### src/rtl/ifu_pkg.sv
// Shared constants for the instruction fetch unit: FSM state codes, fault causes, widths.
package ifu_pkg;

    localparam int unsigned XLEN       = 32;
    localparam int unsigned STATE_W    = 3;
    localparam int unsigned CAUSE_W    = 2;
    localparam int unsigned WAIT_CNT_W = 16;

    localparam logic [STATE_W-1:0] ST_IDLE = 3'd0;
    localparam logic [STATE_W-1:0] ST_REQ  = 3'd1;
    localparam logic [STATE_W-1:0] ST_WAIT = 3'd2;
    localparam logic [STATE_W-1:0] ST_HOLD = 3'd3;
    localparam logic [STATE_W-1:0] ST_ERR  = 3'd4;

    localparam logic [CAUSE_W-1:0] ERR_NONE     = 2'd0;
    localparam logic [CAUSE_W-1:0] ERR_BUS      = 2'd1;
    localparam logic [CAUSE_W-1:0] ERR_TIMEOUT  = 2'd2;
    localparam logic [CAUSE_W-1:0] ERR_MISALIGN = 2'd3;

    localparam logic [XLEN-1:0] RESET_PC_DEFAULT = 32'h8000_0000;

    // A next PC is only usable if it is word aligned.
    function automatic logic is_misaligned(input logic [XLEN-1:0] pc);
        return pc[1:0] != 2'b00;
    endfunction

endpackage

### src/rtl/inst_fetch_unit_if.sv
// Memory request/response and core-facing instruction signals of the fetch unit.
interface inst_fetch_unit_if;
    import ifu_pkg::*;

    logic                 req_valid;
    logic                 req_ready;
    logic [XLEN-1:0]      req_addr;
    logic                 rsp_valid;
    logic [XLEN-1:0]      rsp_data;
    logic                 rsp_err;
    logic                 inst_valid;
    logic                 inst_ready;
    logic [XLEN-1:0]      inst;
    logic [XLEN-1:0]      inst_pc;
    logic [XLEN-1:0]      npc;
    logic                 err;
    logic [CAUSE_W-1:0]   err_cause;
    logic [XLEN-1:0]      inst_count;

    // Fetch unit side.
    modport master (
        output req_valid, req_addr, inst_valid, inst, inst_pc, err, err_cause, inst_count,
        input  req_ready, rsp_valid, rsp_data, rsp_err, inst_ready, npc
    );

    // Memory and core side.
    modport slave (
        input  req_valid, req_addr, inst_valid, inst, inst_pc, err, err_cause, inst_count,
        output req_ready, rsp_valid, rsp_data, rsp_err, inst_ready, npc
    );

endinterface

### src/rtl/inst_fetch_unit.sv
// Instruction fetch stage: one outstanding memory read, one instruction presented to the core,
// next fetch address taken from the core's dnpc. Faults are sticky until reset.
module inst_fetch_unit
    import ifu_pkg::*;
#(
    parameter logic [XLEN-1:0]       RESET_PC = RESET_PC_DEFAULT,
    parameter logic [WAIT_CNT_W-1:0] TIMEOUT  = 16'd1024
) (
    input  logic               clk,
    input  logic               rst,
    inst_fetch_unit_if.master  bus
);

    localparam logic [WAIT_CNT_W-1:0] TIMEOUT_LAST = TIMEOUT - WAIT_CNT_W'(1);
    localparam logic                  TIMEOUT_EN   = (TIMEOUT != '0);

    logic [STATE_W-1:0]    state_q,      state_d;
    logic [XLEN-1:0]       fetch_pc_q,   fetch_pc_d;
    logic [XLEN-1:0]       inst_q,       inst_d;
    logic [XLEN-1:0]       inst_pc_q,    inst_pc_d;
    logic [WAIT_CNT_W-1:0] wait_cnt_q,   wait_cnt_d;
    logic [CAUSE_W-1:0]    err_cause_q,  err_cause_d;
    logic [XLEN-1:0]       inst_count_q, inst_count_d;
    logic                  req_valid_q,  req_valid_d;
    logic                  inst_valid_q, inst_valid_d;
    logic                  err_q,        err_d;

    logic rsp_ok;
    logic rsp_bad;
    logic retire;
    logic timed_out;

    always_comb begin
        rsp_ok    = bus.rsp_valid && !bus.rsp_err;
        rsp_bad   = bus.rsp_valid &&  bus.rsp_err;
        retire    = (state_q == ST_HOLD) && bus.inst_ready;
        timed_out = TIMEOUT_EN && (wait_cnt_q == TIMEOUT_LAST);
    end

    // Next-state and datapath updates; responses outside WAIT fall through untouched.
    always_comb begin
        state_d      = state_q;
        fetch_pc_d   = fetch_pc_q;
        inst_d       = inst_q;
        inst_pc_d    = inst_pc_q;
        wait_cnt_d   = wait_cnt_q;
        err_cause_d  = err_cause_q;
        inst_count_d = inst_count_q;

        case (state_q)
            ST_IDLE: begin
                state_d = ST_REQ;
            end
            ST_REQ: begin
                if (bus.req_ready) begin
                    state_d    = ST_WAIT;
                    wait_cnt_d = '0;
                end
            end
            ST_WAIT: begin
                // Bus error beats data; a response in the last allowed cycle beats the timeout.
                if (rsp_bad) begin
                    state_d     = ST_ERR;
                    err_cause_d = ERR_BUS;
                end else if (rsp_ok) begin
                    state_d   = ST_HOLD;
                    inst_d    = bus.rsp_data;
                    inst_pc_d = fetch_pc_q;
                end else if (timed_out) begin
                    state_d     = ST_ERR;
                    err_cause_d = ERR_TIMEOUT;
                end else begin
                    wait_cnt_d = wait_cnt_q + WAIT_CNT_W'(1);
                end
            end
            ST_HOLD: begin
                if (retire) begin
                    inst_count_d = inst_count_q + XLEN'(1);
                    if (is_misaligned(bus.npc)) begin
                        state_d     = ST_ERR;
                        err_cause_d = ERR_MISALIGN;
                    end else begin
                        state_d    = ST_REQ;
                        fetch_pc_d = bus.npc;
                    end
                end
            end
            ST_ERR: begin
                state_d = ST_ERR;
            end
            default: begin
                state_d = ST_IDLE;
            end
        endcase
    end

    // Valid/flag outputs are registered from the next state so they line up with state_q.
    always_comb begin
        req_valid_d  = (state_d == ST_REQ);
        inst_valid_d = (state_d == ST_HOLD);
        err_d        = (state_d == ST_ERR);
    end

    always_ff @(posedge clk or negedge rst) begin
        if (!rst) begin
            state_q      <= ST_IDLE;
            fetch_pc_q   <= RESET_PC;
            inst_q       <= '0;
            inst_pc_q    <= '0;
            err_cause_q  <= ERR_NONE;
            req_valid_q  <= 1'b0;
            inst_valid_q <= 1'b0;
            err_q        <= 1'b0;
        end else begin
            state_q      <= state_d;
            fetch_pc_q   <= fetch_pc_d;
            inst_q       <= inst_d;
            inst_pc_q    <= inst_pc_d;
            err_cause_q  <= err_cause_d;
            req_valid_q  <= req_valid_d;
            inst_valid_q <= inst_valid_d;
            err_q        <= err_d;
        end
    end

    // Response timeout counter.
    always_ff @(posedge clk or negedge rst) begin
        if (!rst) begin
            wait_cnt_q <= '0;
        end else begin
            wait_cnt_q <= wait_cnt_d;
        end
    end

    // Retired instruction counter.
    always_ff @(posedge clk or negedge rst) begin
        if (!rst) begin
            inst_count_q <= '0;
        end else begin
            inst_count_q <= inst_count_d;
        end
    end

    assign bus.req_valid  = req_valid_q;
    assign bus.req_addr   = fetch_pc_q;
    assign bus.inst_valid = inst_valid_q;
    assign bus.inst       = inst_q;
    assign bus.inst_pc    = inst_pc_q;
    assign bus.err        = err_q;
    assign bus.err_cause  = err_cause_q;
    assign bus.inst_count = inst_count_q;

endmodule

### src/flat_wrapper.sv
// flat-port wrapper written by rule: the top's interface ports become plain ports
module inst_fetch_unit_flat import ifu_pkg::*;
#(
    parameter logic [XLEN-1:0]       RESET_PC = RESET_PC_DEFAULT,
    parameter logic [WAIT_CNT_W-1:0] TIMEOUT  = 16'd1024
)
  (clk, rst, bus_req_valid, bus_req_addr, bus_inst_valid, bus_inst, bus_inst_pc, bus_err, bus_err_cause, bus_inst_count, bus_req_ready, bus_rsp_valid, bus_rsp_data, bus_rsp_err, bus_inst_ready, bus_npc);
  inst_fetch_unit_if bus_i ();
  input  logic clk;
  input  logic rst;
  output wire logic [$bits(bus_i.req_valid)-1:0] bus_req_valid;
  output wire logic [$bits(bus_i.req_addr)-1:0] bus_req_addr;
  output wire logic [$bits(bus_i.inst_valid)-1:0] bus_inst_valid;
  output wire logic [$bits(bus_i.inst)-1:0] bus_inst;
  output wire logic [$bits(bus_i.inst_pc)-1:0] bus_inst_pc;
  output wire logic [$bits(bus_i.err)-1:0] bus_err;
  output wire logic [$bits(bus_i.err_cause)-1:0] bus_err_cause;
  output wire logic [$bits(bus_i.inst_count)-1:0] bus_inst_count;
  input wire logic [$bits(bus_i.req_ready)-1:0] bus_req_ready;
  input wire logic [$bits(bus_i.rsp_valid)-1:0] bus_rsp_valid;
  input wire logic [$bits(bus_i.rsp_data)-1:0] bus_rsp_data;
  input wire logic [$bits(bus_i.rsp_err)-1:0] bus_rsp_err;
  input wire logic [$bits(bus_i.inst_ready)-1:0] bus_inst_ready;
  input wire logic [$bits(bus_i.npc)-1:0] bus_npc;
  assign bus_req_valid = bus_i.req_valid;
  assign bus_req_addr = bus_i.req_addr;
  assign bus_inst_valid = bus_i.inst_valid;
  assign bus_inst = bus_i.inst;
  assign bus_inst_pc = bus_i.inst_pc;
  assign bus_err = bus_i.err;
  assign bus_err_cause = bus_i.err_cause;
  assign bus_inst_count = bus_i.inst_count;
  assign bus_i.req_ready = bus_req_ready;
  assign bus_i.rsp_valid = bus_rsp_valid;
  assign bus_i.rsp_data = bus_rsp_data;
  assign bus_i.rsp_err = bus_rsp_err;
  assign bus_i.inst_ready = bus_inst_ready;
  assign bus_i.npc = bus_npc;
  inst_fetch_unit #(.RESET_PC(RESET_PC), .TIMEOUT(TIMEOUT)) u_core (.clk(clk), .rst(rst), .bus(bus_i));
endmodule
### config.mk
export PLATFORM = sky130hd
export DESIGN_NAME = inst_fetch_unit_flat
export DESIGN_NICKNAME = d
export VERILOG_FILES = /design/src/rtl/ifu_pkg.sv /design/src/rtl/inst_fetch_unit_if.sv /design/src/rtl/inst_fetch_unit.sv /design/src/flat_wrapper.sv
export SDC_FILE = /design/constraint.sdc
export NUM_CORES = 1
export LEC_CHECK = 0
export BUFFER_PORTS_ARGS = -buffer_cell sky130_fd_sc_hd__buf_2
export CAP_MARGIN = 10
export CELL_PAD_IN_SITES_DETAIL_PLACEMENT = 2
export CELL_PAD_IN_SITES_GLOBAL_PLACEMENT = 2
export CORE_MARGIN = 2
export CORE_UTILIZATION = 37
export CTS_BUF_LIST = sky130_fd_sc_hd__clkbuf_8
export DETAILED_ROUTE_END_ITERATION = 7
export PLACE_DENSITY = 0.85
export SLEW_MARGIN = 20
export SYNTH_ARGS = -nofsm -noshare
export SYNTH_HDL_FRONTEND = slang
export SYNTH_SLANG_ARGS = --single-unit
### constraint.sdc
create_clock -name clk -period 7.3 [get_ports clk]
set_clock_uncertainty 0.1 [all_clocks]
set_input_delay 1.46 -clock clk [delete_from_list [all_inputs] [get_ports clk]]
set_output_delay 1.46 -clock clk [all_outputs]
set_load 0.05 [all_outputs]
======== Yosys cells after proc, flatten, opt, wreduce, memory -nomap -nowiden ========
Index checks and enable logic that the tools add are counted.
cells by class
  multiply operators ...................... 0
  multiplexer cells ....................... 18
  bitwise logic cells ..................... 2
  eq/ne operators ......................... 16
  reductions and logical operators ........ 13
  shift-type cells ........................ 0
  magnitude comparators ................... 0
  div/mod/pow operators ................... 0
  $add $sub $neg .......................... 2
operators by type and width
  kind                   number
  $mux 16                4
  $add 32x1->32 const B  1
  $pmux 16 s2            1
  $mux 3                 6
  $add 16x1->16 const B  1
  $eq 16x10->1 const B   1
  $pmux 3 s5             1
  $mux 2                 5
  $ne 2x2->1 const B     5
  $reduce_and 5->1       2
  $eq 3x2->1 const B     3
  $eq 3x1->1 const B     2
  $eq 3x3->1 const B     2
  $reduce_and 3->1       2
  $reduce_bool 2->1      3
  $pmux 2 s2             1
  $logic_and 1x1->1      3
  $logic_not 3->1        1
  $ne 3x1->1 const B     1
  $ne 3x3->1 const B     1
  $ne 2x1->1 const B     1
  $not 1->1              2
  $reduce_and 2->1       1
  $logic_not 1->1        1
storage, ports and cells
  output and inout port bits .............. 133
  bits in writable memories ............... 0
  register bits after elaboration ......... 152
  memory bits (read-only) ................. 0
  bits in latches ......................... 0
  memories ................................ 0

======== Depth between registers and ports, before layout ========
  depth in word-level cells ............... 6
  depth in mapped cells ................... 7
  mapped depth without buffers ............ 5

======== Worst setup path before layout ========
No wires, ideal clock.
  path type ............................... input port to flip-flop
  from .................................... in bus_rsp_valid
  to ...................................... reg u_core.wait_cnt_q[7]
  setup slack ............................. 3993 ps
  arrival time ............................ 3129 ps
  cell stages on the path ................. 6
  required time ........................... 7122 ps
  library setup time ...................... 78 ps
  path through ............................ or4b_1 buf_2 or3_1 buf_2 or4_1 a21oi_1
on the way
  word-level cells in the longest chain between the ends .. 3
  elaborated cells on any way between the ends .. 5
  classes of those cells .................. eq/ne: 2; reduce/logical: 3
ends and longest elaborated chain
  item                                  line                                          RTL
  from (decl)                           flat_wrapper.sv:20                            input wire logic [$bits(bus_i.rsp_valid)-1:0] bus_rsp_valid;
  $logic_and 1x1->1 (on tied branches)  inst_fetch_unit.sv:34, inst_fetch_unit.sv:35
  $ne 2x2->1 (no line)                  -
  $reduce_and 5->1 (no line) (*)        -
  to (signal assigned)                  inst_fetch_unit.sv:131                        wait_cnt_q <= wait_cnt_d;
  to (decl)                             inst_fetch_unit.sv:21                         logic [WAIT_CNT_W-1:0] wait_cnt_q, wait_cnt_d;
Mark *: on every way between the ends. The rest lies on a longest branch, timed or not.
A chain may end at the register's enable or synchronous reset.

======== Worst setup path in the final report ========
  from .................................... in bus_rsp_valid
  to ...................................... reg u_core.wait_cnt_q[13]
Same word-level chain as after synthesis.

==> out/metrics.csv <==
metric,value,unit
initial_core_util,37.9,%
synth_flop_cell,dfrtp_1,
clock-sinks,152,
num_rows,47,
cts_max_level,4,
p_seq_share,36.5,%
synth_top_area_cell,dfrtp_1,
hpwl,13400,um
synthCells,471,
drc_errors,0,
slew_headroom,31.0,%
vdd_drop_max,288,uV
coreArea,0.0166,sq mm
yosys.cell_types.count,45,
syn_nets,543,
crit_required,7570,ps
synth-edff-count,0,
worstSetupPathType,input port to flop,
use_met1,24.6,%
swShare,47.0,%
use_met3,6.80,%
path_max_fanout,10,
status,completed,
cts_buffer_depth,2,
die_h,134,um
grt-busiest-layer,met2,
cp.arrival,3560,ps
setup_tns,0,ps
multiInputGateArea,0.00238,sq mm
synth_top_area_share,60.1,%
max_cap_viol_count,0,
cts_buffers,17,
area_delta_synth_final,26.6,%
ys_top_cells_by_area,"dfrtp_1 60%, mux2_2 17%, xnor2_1 2.9%",
insertion_delay,460,ps
place_congestion,0.800,
die_w,134,um
via_count,4717,
intPower,0.00186,W
postCtsSetupRepairBufs,0,
mostFrequentLayoutCells,"201 x buf_2, 151 x dfrtp_1, 94 x mux2_2, 28 x nand2_1, 21 x xnor2_1",
power_density,441,mW/mm^2
drtIter0Drc,149,
seqCellArea,0.00380,sq mm
min_period,3290,ps
ys_ff_latch,152,
nFillCells,1732,
io_pins,203,
viasPerCell,5.18,
grt_pass1_wl,30700,um
rsz0062_at_grt,false,
grt_use_total,22.1,%
hold_class,flop to flop,
max_freq,304,MHz
grt_pass1_vias,5559,
start_kind,input port,
end_kind,flop,
wirelength,19100,um
p_leak,4.06,nW
pwr-share-comb,43.4,%
syn_area,0.00629,sq mm
cts_tree,yes,
final_common_cell,buf_2,
use_met2,39.8,%
yosysSeqAreaShare,60.5,%
grt_max_degree,89,
yosysWarningCount,0,
cts_root_buf,clkbuf_8,
routedWlPerCell,20.9,um
cts.hold.buffers_added,0,
antenna_found_initial,1,
grt_overflow,0,
port_buffers,202,
avgSynthCellArea,13.3,sq um
power,0.00351,W
worstMarginPinSlew,1030,ps
finalHoldViolations,0,
first_pass_iters,4,
async_reset_ff_share,100,%
timing.final.crit_share,45.0,%
slew_viol_final,0,
layout-drive-gt1-share,48.6,%
path_clk_slew,80,ps
p_clk_share,20.1,%
cts_resized,0,
switching_power,0.00165,W
nNetsFinal,748,
antenna_left,0,
utilization,48.0,%
setup_violations,0,
die_area,0.0180,sq mm
layout make-up:
type,count,area share (%)
flip-flops and latches,152,47.8
multi-input cells,295,29.9
repair buffers,205,13.1
well taps,220,3.46
clock buffers,18,3.11
clock inverters,14,2.30
inverters,5,0.236
diodes,1,0.0315
path summary, 6_finish.rpt:
kind / from / endpoint / slack (ps) / cells past startpoint
min in group asynchronous: rst / u_core.wait_cnt_q[8] / 880 / 1
setup / recovery: bus_rsp_valid / u_core.wait_cnt_q[13] / 4010 / 5
hold reg to reg: u_core.bus.inst_count[31] / u_core.bus.inst_count[31] / 380 / 1
max in group asynchronous: rst / u_core.bus.inst_pc[13] / 5020 / 2
setup reg to reg: u_core.state_q[1] / u_core.bus.inst[13] / 4060 / 4
hold / removal: u_core.bus.inst_count[31] / u_core.bus.inst_count[31] / 380 / 1
per-layer routing:
metal	wire length, um	part of all wire, %
met1	7330	38
met2	10100	53
met3	1240	6.5
met4	375	2.0
met5	0	0
worst max-delay path, stage by stage:
cell	delay [ps]
buf_2	130
or4b_1	590
or3_1	550
nor4b_1	560
mux2i_1	270
cell usage after synthesis, drive strengths merged (2+ instances only):
library cell  count
a211oi            2
a21oi            11
a221o             2
and2              7
and3              8
and4              7
buf               7
clkbuf           12
dfrtp           151
ha                2
inv               5
mux2             94
mux2i             3
nand2            28
nand3            10
nand3b            2
nand4            16
nor2             10
nor2b             4
nor3              5
nor3b             3
nor4              4
nor4b             3
o211ai            2
o21ai             9
o31ai             7
or2               3
or4               8
or4b              3
xnor2            21
xor2             10
flip-flops by register name, summed over array words and instances, names as in the netlist:
signal	flops
u_core.bus.inst	32
u_core.bus.err_cause	2
u_core.wait_cnt_q	16
u_core.state_q	3
u_core.bus.inst_valid	1
u_core.bus.inst_count	32
u_core.bus.req_addr	32
u_core.bus.req_valid	1
u_core.bus.inst_pc	32
u_core.bus.err	1
cell families after synthesis:
kind of cell / share of synthesized area [%]
AOI/OAI and AO/OA: 4.20
adders and majority gates: 0.398
muxes: 17.3
DFF: 60.5
xor gates and xnor gates: 4.32
buffers and inverters: 1.61
and+or+nand+nor: 11.6
power by group through the flow:
stage               sequential [W]  clock (W)  combinational (W)
finish                     0.00128   0.000706            0.00152
global route               0.00132   0.000759            0.00159
CTS                        0.00128   0.000726            0.00154
detailed placement         0.00129          0            0.00153
global placement           0.00126          0            0.00148
floorplan                  0.00206          0           0.000318
through the flow:
step                instance area [sq um]  hold WS, ps  cells  setup WS [ps]
CTS                                  7950          381    909           4030
finish                               7960          378    910           4010
global route                         7960          402    910           3820
global placement                     7520          353    877           3660
floorplan                            6290          375    471           3990
detailed placement                   7520          366    877           3560
Note: power is estimated with default switching activity, not from simulation.
